==> src/rtl/multi_rate_timer.sv <==
// multi_rate_timer
// ----------------
// A bank of CHANNELS independent programmable period timers. It replaces the
// old single flash-rate timer. The control FSM loads and pauses channels. The
// colour-flash logic and the input-timeout logic consume the pulses.
//
// Each channel's period is set by a speed code s, which is sampled on load:
//   s <= MAX_SHIFT : P = (CLK_HZ/BASE_HZ) >> s   (each step doubles the rate)
//   s >  MAX_SHIFT : P = FAST_TICKS cycles
// If load is sampled at edge 0, pulse is high in the cycle after edges
// P, 2P, 3P, ... Every pause-high cycle spent in RUN or PAUSED pushes the
// next expiry back by one cycle.
//
// Ports
//   clk        input   clock
//   reset      input   synchronous, active-high reset
//   load       input   [CHANNELS]          start/restart strobe; takes priority
//                                          over pause and over expiry
//   speed      input   [CHANNELS*SPEED_W]  speed code of channel i at
//                                          [i*SPEED_W +: SPEED_W]
//   mode       input   [CHANNELS]          sampled with load: 0 periodic,
//                                          1 one-shot
//   pause      input   [CHANNELS]          level hold; freezes the count
//   pulse      output  [CHANNELS]          one-cycle registered expiry strobe
//   active     output  [CHANNELS]          channel is in RUN or PAUSED
//   pulse_cnt  output  [CHANNELS*8]        per-channel pulse count at
//                                          [i*8 +: 8]; wraps from 255 to 0
//
// Handshake: there is no backpressure. load is a single-edge strobe, and
// pause is a level. pulse is valid for exactly one cycle. A consumer must
// sample it on every edge.
//
// The FSM of each channel can be observed through the g_ch[i].state_q
// hierarchy (IDLE / RUN / PAUSED).

module multi_rate_timer #(
  parameter int CLK_HZ     = 50_000_000,
  parameter int BASE_HZ    = 1,
  parameter int CHANNELS   = 2,
  parameter int SPEED_W    = 3,
  parameter int MAX_SHIFT  = 4,
  parameter int FAST_TICKS = 4
) (
  input  logic                         clk,
  input  logic                         reset,
  input  logic [CHANNELS-1:0]          load,
  input  logic [CHANNELS*SPEED_W-1:0]  speed,
  input  logic [CHANNELS-1:0]          mode,
  input  logic [CHANNELS-1:0]          pause,
  output logic [CHANNELS-1:0]          pulse,
  output logic [CHANNELS-1:0]          active,
  output logic [CHANNELS*8-1:0]        pulse_cnt
);

  localparam int DIV   = CLK_HZ / BASE_HZ;
  localparam int CNT_W = (DIV > 1) ? $clog2(DIV) : 1;

  localparam logic [31:0] DIV_U  = 32'(DIV);
  localparam logic [31:0] FAST_U = 32'(FAST_TICKS);

  // Elaboration-time sanity checks on the parameter set.
  if ((DIV % (1 << MAX_SHIFT)) != 0) begin : g_err_div
    $error("multi_rate_timer: CLK_HZ/BASE_HZ must be divisible by 2**MAX_SHIFT");
  end
  if ((DIV >> MAX_SHIFT) < 2) begin : g_err_min
    $error("multi_rate_timer: period at MAX_SHIFT must be at least 2 cycles");
  end
  if ((FAST_TICKS < 2) || (FAST_TICKS > DIV)) begin : g_err_fast
    $error("multi_rate_timer: FAST_TICKS must be in 2 .. CLK_HZ/BASE_HZ");
  end

  typedef enum logic [1:0] {
    IDLE   = 2'd0,
    RUN    = 2'd1,
    PAUSED = 2'd2
  } state_t;

  // Returns the reload value P(s)-1. The subtraction is done in 32 bits
  // before the result is narrowed. P(0) can equal 2**CNT_W, which would
  // truncate to zero if it were narrowed first.
  function automatic logic [CNT_W-1:0] period_m1(input logic [SPEED_W-1:0] s);
    logic [31:0] p;
    logic [31:0] pm1;
    if (int'(s) <= MAX_SHIFT) begin
      p = DIV_U >> s;
    end else begin
      p = FAST_U;
    end
    pm1 = p - 32'd1;
    return pm1[CNT_W-1:0];
  endfunction

  for (genvar i = 0; i < CHANNELS; i++) begin : g_ch

    state_t             state_q, state_d;
    logic [CNT_W-1:0]   cnt_q, cnt_d;
    logic [SPEED_W-1:0] spd_q, spd_d;
    logic               mode_q, mode_d;
    logic               pulse_q, pulse_d;
    logic [7:0]         pcnt_q, pcnt_d;
    logic [SPEED_W-1:0] spd_in;

    assign spd_in = speed[i*SPEED_W +: SPEED_W];

    always_ff @(posedge clk) begin
      if (reset) begin
        state_q <= IDLE;
        cnt_q   <= '0;
        spd_q   <= '0;
        mode_q  <= 1'b0;
        pulse_q <= 1'b0;
        pcnt_q  <= 8'd0;
      end else begin
        state_q <= state_d;
        cnt_q   <= cnt_d;
        spd_q   <= spd_d;
        mode_q  <= mode_d;
        pulse_q <= pulse_d;
        pcnt_q  <= pcnt_d;
      end
    end

    always_comb begin
      state_d = state_q;
      cnt_d   = cnt_q;
      spd_d   = spd_q;
      mode_d  = mode_q;
      pulse_d = 1'b0;
      pcnt_d  = pcnt_q;

      if (load[i]) begin
        // A restart wins over everything else, including a pending expiry
        // on this same edge.
        state_d = RUN;
        cnt_d   = period_m1(spd_in);
        spd_d   = spd_in;
        mode_d  = mode[i];
        pcnt_d  = 8'd0;
      end else begin
        unique case (state_q)
          IDLE: begin
            // IDLE holds its count and ignores pause.
          end
          RUN, PAUSED: begin
            if (pause[i]) begin
              state_d = PAUSED;
            end else begin
              // Once pause drops, this edge counts again. As a result,
              // only the cycles with pause high add delay.
              state_d = RUN;
              if (cnt_q != '0) begin
                cnt_d = cnt_q - CNT_W'(1);
              end else begin
                pulse_d = 1'b1;
                pcnt_d  = pcnt_q + 8'd1;
                if (mode_q) begin
                  state_d = IDLE;
                end else begin
                  cnt_d = period_m1(spd_q);
                end
              end
            end
          end
          default: begin
            state_d = IDLE;
          end
        endcase
      end
    end

    assign pulse[i]           = pulse_q;
    assign active[i]          = (state_q == RUN) || (state_q == PAUSED);
    assign pulse_cnt[i*8 +: 8] = pcnt_q;

  end

endmodule

==> config.mk <==
export PLATFORM = sky130hd
export DESIGN_NAME = multi_rate_timer
export DESIGN_NICKNAME = d
export VERILOG_FILES = /design/src/rtl/multi_rate_timer.sv
export SDC_FILE = /design/constraint.sdc
export NUM_CORES = 1
export LEC_CHECK = 0
export CORE_ASPECT_RATIO = 1.4
export CORE_MARGIN = 3
export CORE_UTILIZATION = 30
export DETAILED_ROUTE_END_ITERATION = 6
export DONT_BUFFER_PORTS = 1
export MAX_ROUTING_LAYER = met4
export PLACE_DENSITY = 0.57
export SYNTH_ARGS = -nofsm -noshare
export SYNTH_HDL_FRONTEND = slang
export SYNTH_SLANG_ARGS = --single-unit
==> constraint.sdc <==
create_clock -name clk -period 3.46 [get_ports clk]
set_input_delay 0.519 -clock clk [delete_from_list [all_inputs] [get_ports clk]]
set_output_delay 0.519 -clock clk [all_outputs]
set_load 0.005 [all_outputs]
==> results of run 1 <==
[power by group]
part           total, uW  switching [uW]  internal, uW
registers           1090            79.1          1010
logic                592             357           235
clock network        938             443           495
total               2620             880          1740
[state kept, by name, indices dropped and copies added (netlist names)]
register      cells
g_ch.cnt_q       52
g_ch.pcnt_q      16
g_ch.spd_q        6
g_ch.state_q      4
g_ch.mode_q       2
g_ch.pulse_q      2
[critical path, cell delays in order, from the launching register on]
cell	delay (ns)
sky130_fd_sc_hd__dfxtp_1	0.34
sky130_fd_sc_hd__nor4_4	0.40
sky130_fd_sc_hd__nand3_2	0.32
sky130_fd_sc_hd__o21ai_2	0.26
sky130_fd_sc_hd__mux2i_1	0.46
sky130_fd_sc_hd__nand4_2	0.27
sky130_fd_sc_hd__nor4b_4	0.59
sky130_fd_sc_hd__nand4_1	0.16
sky130_fd_sc_hd__a311oi_1	0.27
[worst max-delay path by stage]
stage                       from           endpoint  slack (ns)
2_1_floorplan            load[0]  g_ch[0].cnt_q[22]        0.13
3_3_place_gp             load[1]  g_ch[1].cnt_q[22]        0.48
3_5_place_dp   g_ch[1].cnt_q[20]  g_ch[1].cnt_q[22]        0.37
4_1_cts        g_ch[1].cnt_q[20]  g_ch[1].cnt_q[22]        0.36
5_1_grt        g_ch[1].cnt_q[17]  g_ch[1].cnt_q[22]        0.03
6_report       g_ch[1].cnt_q[20]  g_ch[1].cnt_q[22]        0.32
[layout make-up]
cell class | instances | area (sq um) | share of cell area
tap | 244 | 305 | 0.0492
inverter | 14 | 52.6 | 0.00846
clock buffer | 10 | 229 | 0.0369
multi-input combinational | 596 | 3810 | 0.614
sequential | 82 | 1640 | 0.264
timing repair buffer | 16 | 120 | 0.0193
clock inverter | 6 | 48.8 | 0.00786
[layout by cell type (no fill, tap or decap), drive strengths merged, types with 22 or more instances in the layout]
cell type	instances
dfxtp	82
nand3	34
xor2	24
nor3	33
a211oi	31
nand2	76
nand4	22
a21oi	39
nor2	103
o21ai	25
[metal layers]
metal	wire length [um]	GRT usage	part of all wire
met4	916	0.0998	0.053
met1	7070	0.200	0.41
met5	0	-	0
met2	8550	0.282	0.50
met3	700	0.0243	0.041
[metrics by stage]
| stage | hold slack, ns | utilization | setup slack (ns) | total power (uW) | instance area [sq um] |
|---|---|---|---|---|---|
| 2_1_floorplan | 0.445 | - | 0.134 | 1590 | 5770 |
| 3_3_place_gp | 0.474 | 0.316 | 0.480 | 1690 | 5930 |
| 3_5_place_dp | 0.480 | 0.316 | 0.375 | 1690 | 5930 |
| 4_1_cts | 0.219 | 0.331 | 0.357 | 2630 | 6210 |
| 5_1_grt | 0.224 | 0.331 | 0.0254 | 2750 | 6210 |
| 6_report | 0.238 | 0.331 | 0.319 | 2620 | 6210 |
[logic make-up after synthesis]
kind of cell | after synthesis | share of synthesized area
xor+xnor | 42 | 0.0637
simple gates | 349 | 0.325
buf+inv | 67 | 0.0551
mux | 17 | 0.0297
compound gates | 179 | 0.224
flops | 82 | 0.284
fa+ha+maj | 9 | 0.0182
==> Flow_metrics.wiki, run 1 <==
{| class="wikitable"
! Metric !! Value
|-
| Wire length of the first global-routing pass || around 28,000 um
|-
| Average wire per cell in the routed design || between 15 and 20 um
|-
| Detailed Route WL || between 15,000 and 20,000 um
|-
| Post-Syn Instances || 745
|-
| Fraction of the yosys area taken by sequential cells || 0.284
|-
| Number of library cell types mapped by synthesis || 85
|-
| Number of warning messages in the yosys log || 0
|-
| H-tree level count || 3
|-
| Finished Layout Cells || between 900 and 1k
|-
| Number of iterations in the first detailed-routing pass || 5
|-
| Number of max-cap violations || 0
|-
| Portion of synthesized cell area occupied by the leading cell type || 0.284
|-
| Worst Max-Slew Pin Slew || ~0.70 ns
|-
| Port Buffer Count || 0
|-
| Slew Viols, Final || 0
|-
| Worst slew slack as a fraction of its limit || 0.533
|-
| Number of enable-type register cells in the synthesized netlist || 0
|-
| Number of DRC violations after detailed routing || 0
|-
| Fraction of final layout cells with drive strength greater than 1 || 0.102
|-
| Post-route fraction of the period consumed by the critical path || 0.908
|-
| Count of buffers added by post-CTS timing repair for setup || 0
|-
| Final hold violation count || 0
|-
| Achievable Freq || around 320 MHz
|-
| Reg2reg setup slack || roughly 0.32 ns
|-
| Netlist area before placement || 0.00577 sq mm
|-
| Length in cells of the worst reg-to-reg path || 8
|-
| End of the worst hold path || g_ch[0].state_q[0]
|-
| Hold depth || 1
|-
| Number of global-route vias before repair || approximately 5.3k
|-
| Startpoint-to-endpoint class of the critical path || register to register
|-
| Iteration-0 DRC Markers || 450
|-
| Dpl hpwl || 12,300 um
|-
| Cell at the root of the clock tree || sky130_fd_sc_hd__clkbuf_16
|-
| Max Clock Skew || around 0.0089 ns
|-
| Signal arrival time at the worst endpoint || approximately 3.4 ns
|-
| Final critical-path required period || 3.14 ns
|-
| Placer Congestion || 0.944
|-
| Count of pins on the block boundary || 34
|-
| Cell accounting for the most synthesized area || sky130_fd_sc_hd__dfxtp_1
|-
| Fill cells || around 2k
|-
| Static leakage || ~0.0022 uW
|-
| Min-Delay Startpoint || reset
|-
| Worst Hold Class || input port to register
|-
| Avg Inst Size Synth || 7.75 sq um
|-
| Synthesis-to-finish area growth || 7.59%
|-
| # hold bufs at CTS || 0
|-
| CTS clock-pin slew for the worst setup and hold paths || about 0.070 ns
|-
| Initial Util || 0.308
|-
| Worst R2R Start || g_ch[1].cnt_q[20]
|-
| Worst endpoint required time || between 3 and 4 ns
|-
| Total Die Area || 0.0210 sq mm
|-
| Number of antenna violations at the first check in global routing || 0
|-
| Most used DFF post-synth || sky130_fd_sc_hd__dfxtp_1
|-
| Highest fanout seen on the critical path || 11
|-
| Terminus of the critical flop-to-flop path || g_ch[1].cnt_q[22]
|-
| Number of clock sinks || between 80 and 90
|-
| Setup Total Neg Slack || 0 ns
|-
| Overall Global Routing Usage || 0.173
|-
| Avg Vias per Cell || 5.71
|-
| Endpoint type of the worst setup path || register
|-
| Number of clock buffers inserted by TritonCTS || 9
|-
| Count of vias placed by the detailed router || around 5.5k
|-
| Max VDD drop || about 0.24 mV
|-
| Longest Clk Path Bufs || 2
|-
| Clock Latency Late Sink || around 0.36 ns
|-
| Largest cells by area after synthesis || sky130_fd_sc_hd__dfxtp_1, sky130_fd_sc_hd__nor2_1, sky130_fd_sc_hd__nand2_1, sky130_fd_sc_hd__a211oi_1, sky130_fd_sc_hd__xor2_1
|-
| CTS tree || yes
|-
| Most frequent cell after synthesis || sky130_fd_sc_hd__nor2_1
|-
| RSZ-0062 raised after global routing || false
|-
| Overall die height || between 150 and 200 um
|-
| Floorplan die width || ~120 um
|-
| ANT cells || 0
|-
| Cell count after placement || between 900 and 1k
|-
| Syn nets || ~770
|-
| Power density over the cells || around 420 mW/mm^2
|-
| Total gr overflow || 0
|-
| Total of flip-flops plus latches after synthesis || 82
|-
| Floorplan Core Area || around 0.019 sq mm
|-
| Commonest cells in the synthesized netlist || sky130_fd_sc_hd__nor2_1, sky130_fd_sc_hd__dfxtp_1, sky130_fd_sc_hd__nand2_1
|-
| Number of nets with antenna violations after detailed routing || 0
|-
| Share of synthesized registers carrying an async set or reset || 0
|-
| # rows || just under 60
|-
| PostCTS Resize Cnt || 0
|-
| CP Launch Type || register
|-
| Number of nets in the finished design || roughly 740
|-
| Endpoints failing setup || 0
|-
| Outcome || completed
|-
| Largest net degree at the start of global routing || 64
|}
(Power assumes the default switching activity.)
==> run 2: changes to the inputs <==
--- a/config.mk
+++ b/config.mk
@@ -5,7 +5,7 @@
 export SDC_FILE = /design/constraint.sdc
 export NUM_CORES = 1
 export LEC_CHECK = 0
-export CORE_ASPECT_RATIO = 1.4
+export CORE_ASPECT_RATIO = 0.7
 export CORE_MARGIN = 3
 export CORE_UTILIZATION = 30
 export DETAILED_ROUTE_END_ITERATION = 6
==> run 2 against run 1 <==
Compared with the run above: critical path type unchanged; flip-flop and latch count stayed put; first-iteration DRC count rose by 42%; power grew 0.94%; cell area about the same; non-clock buffer count unchanged; hold slack better by 0.0085 ns; highest routed layer unchanged; largest power group unchanged; critical endpoint unchanged; sequential power hardly changed; combinational power is 2% higher.
==> Flow_metrics.wiki, run 2 (synthesis results as in run 1) <==
{| class="wikitable"
! Metric !! Value
|-
| Outcome || completed
|-
| Number of clock sinks || 82
|-
| Achievable Freq || between 300 and 400 MHz
|-
| Overall die height || ~120 um
|-
| Final Util || 0.337
|-
| Instance area after placement || 0.00592 sq mm
|-
| Synthesis-to-finish area growth || 7.57%
|-
| Fraction of final layout cells with drive strength greater than 1 || 0.104
|-
| # rows || 41
|-
| Detailed Route WL || between 15,000 and 20,000 um
|-
| Endpoints failing setup || 0
|-
| Post-layout total power || ~2600 uW
|-
| Overall Global Routing Usage || 0.176
|-
| Count of buffers added by post-CTS timing repair for setup || 0
|-
| Minimum setup slack after placement || between 0.3 and 0.4 ns
|-
| Total internal power || roughly 1700 uW
|-
| Switching Share || 0.340
|-
| Max Clock Skew || 0.0123 ns
|-
| Final hold violation count || 0
|-
| Post-route cell area || roughly 0.0062 sq mm
|-
| Fill cells || approximately 1.9k
|-
| Total gr overflow || 0
|-
| Number of max-cap violations || 0
|-
| Initial Util || 0.313
|-
| Power density over the cells || between 400 and 500 mW/mm^2
|-
| Post-route fraction of the period consumed by the critical path || 0.913
|-
| Number of nets with antenna violations after detailed routing || 0
|-
| Startpoint-to-endpoint class of the critical path || register to register
|-
| PostCTS Resize Cnt || 0
|-
| Longest Clk Path Bufs || 2
|-
| Worst Max-Slew Pin Slew || roughly 0.63 ns
|-
| Wire length of the first global-routing pass || 28,100 um
|-
| Relative contribution of combinational cells to total power || 0.228
|-
| ANT cells || 0
|-
| Avg Vias per Cell || ~5.7
|-
| Leading cell type in the layout, fill and taps excluded || sky130_fd_sc_hd__nor2_1
|-
| Floorplan Core Area || roughly 0.018 sq mm
|-
| Worst Hold Class || input port to register
|-
| CTS clock-pin slew for the worst setup and hold paths || about 0.070 ns
|-
| Switching power || approximately 900 uW
|-
| Length in cells of the worst reg-to-reg path || 8
|-
| Most frequent cells in the layout || sky130_fd_sc_hd__nor2_1, sky130_fd_sc_hd__dfxtp_1, sky130_fd_sc_hd__nand2_1, sky130_fd_sc_hd__a21oi_1, sky130_fd_sc_hd__nor3_1
|-
| Worst slew slack as a fraction of its limit || 0.574
|-
| Placer Congestion || 0.977
|-
| Largest register by flop count || g_ch.cnt_q
|-
| Endpoint type of the worst setup path || register
|-
| Register share of total power || 0.412
|-
| Worst endpoint required time || ~3.7 ns
|-
| Cell at the root of the clock tree || sky130_fd_sc_hd__clkbuf_16
|-
| Slew Viols, Final || 0
|-
| Floorplan die width || about 170 um
|-
| Dpl hpwl || 12,500 um
|-
| Number of clock buffers inserted by TritonCTS || 9
|-
| Count of vias placed by the detailed router || approximately 5.5k
|-
| Hold depth || 1
|-
| Final critical-path required period || ~3.2 ns
|-
| Clock power frac || 0.360
|-
| Highest fanout seen on the critical path || 15
|-
| RSZ-0062 raised after global routing || false
|-
| CP Launch Type || register
|-
| H-tree level count || 3
|-
| Count of pins on the block boundary || 34
|-
| Number of antenna violations at the first check in global routing || 0
|-
| CTS tree || yes
|-
| Signal arrival time at the worst endpoint || 3.41 ns
|-
| # hold bufs at CTS || 0
|-
| Clock Latency Late Sink || around 0.35 ns
|-
| Largest registers || g_ch.cnt_q x52, g_ch.pcnt_q x16, g_ch.spd_q x6
|-
| Largest net degree at the start of global routing || between 60 and 70
|-
| Setup Total Neg Slack || 0 ns
|-
| Average wire per cell in the routed design || ~18 um
|-
| Number of iterations in the first detailed-routing pass || 5
|-
| Final worst-path setup slack || approximately 0.3 ns
|-
| Max VDD drop || between 0.2 and 0.25 mV
|-
| Port Buffer Count || 0
|-
| Total Die Area || ~0.021 sq mm
|-
| Number of flip-flops in the largest register || 52
|-
| Iteration-0 DRC Markers || 638
|-
| Number of DRC violations after detailed routing || 0
|-
| Static leakage || approximately 0.0022 uW
|-
| Number of nets in the finished design || between 700 and 800
|-
| Number of global-route vias before repair || just under 5k
|}
run 2: critical path, cell delays in order, from the launching register on:
cell and delay [ns]:
sky130_fd_sc_hd__dfxtp_1 0.33, sky130_fd_sc_hd__nor3_1 0.41, sky130_fd_sc_hd__nand4_4 0.32, sky130_fd_sc_hd__o21ai_2 0.27
sky130_fd_sc_hd__mux2i_1 0.44, sky130_fd_sc_hd__nand4_2 0.25, sky130_fd_sc_hd__nor4b_4 0.60, sky130_fd_sc_hd__nand4_1 0.17
sky130_fd_sc_hd__a311oi_1 0.29
run 2: area by class of cell:
cell class	instances	area, sq um	area share
Multi-Input combinational cell	596	3810	0.614
Inverter	14	52.6	0.00847
Tap cell	236	295	0.0476
Clock buffer	9	225	0.0363
Clock inverter	7	61.3	0.00988
Timing Repair Buffer	16	120	0.0194
Sequential cell	82	1640	0.264
run 2: power groups by stage:
stage / clock [uW] / sequential [uW] / combinational [uW]
global route: 1020 / 1100 / 665
finish: 950 / 1090 / 603
detailed placement: 0 / 1110 / 587
global placement: 0 / 1110 / 592
CTS: 977 / 1090 / 591
floorplan: 0 / 1080 / 512
run 2: metal layers:
layer,share of wire,up-vias,routed length (um),GRT usage
met3,0.11,10,2020,0.0616
li1,-,2703,-,-
met2,0.37,232,6540,0.209
met5,0,-,0,-
met4,0.0072,0,127,0.0384
met1,0.51,2534,8970,0.273
run 2: path summary, 6_finish.rpt:
check / start / to / slack, ns
worst max register to register: g_ch[1].cnt_q[14] / g_ch[1].cnt_q[22] / 0.30
worst max-delay path: g_ch[1].cnt_q[14] / g_ch[1].cnt_q[22] / 0.30
worst min-delay path: reset / g_ch[0].cnt_q[22] / 0.25
worst min register to register: g_ch[1].state_q[1] / g_ch[1].state_q[1] / 0.49
run 2: through the flow:
stage / instances / hold WS (ns)
4_1_cts: 960 / 0.240
3_3_place_gp: 944 / 0.474
6_report: 960 / 0.247
5_1_grt: 960 / 0.236
3_5_place_dp: 944 / 0.472
2_1_floorplan: 745 / 0.445
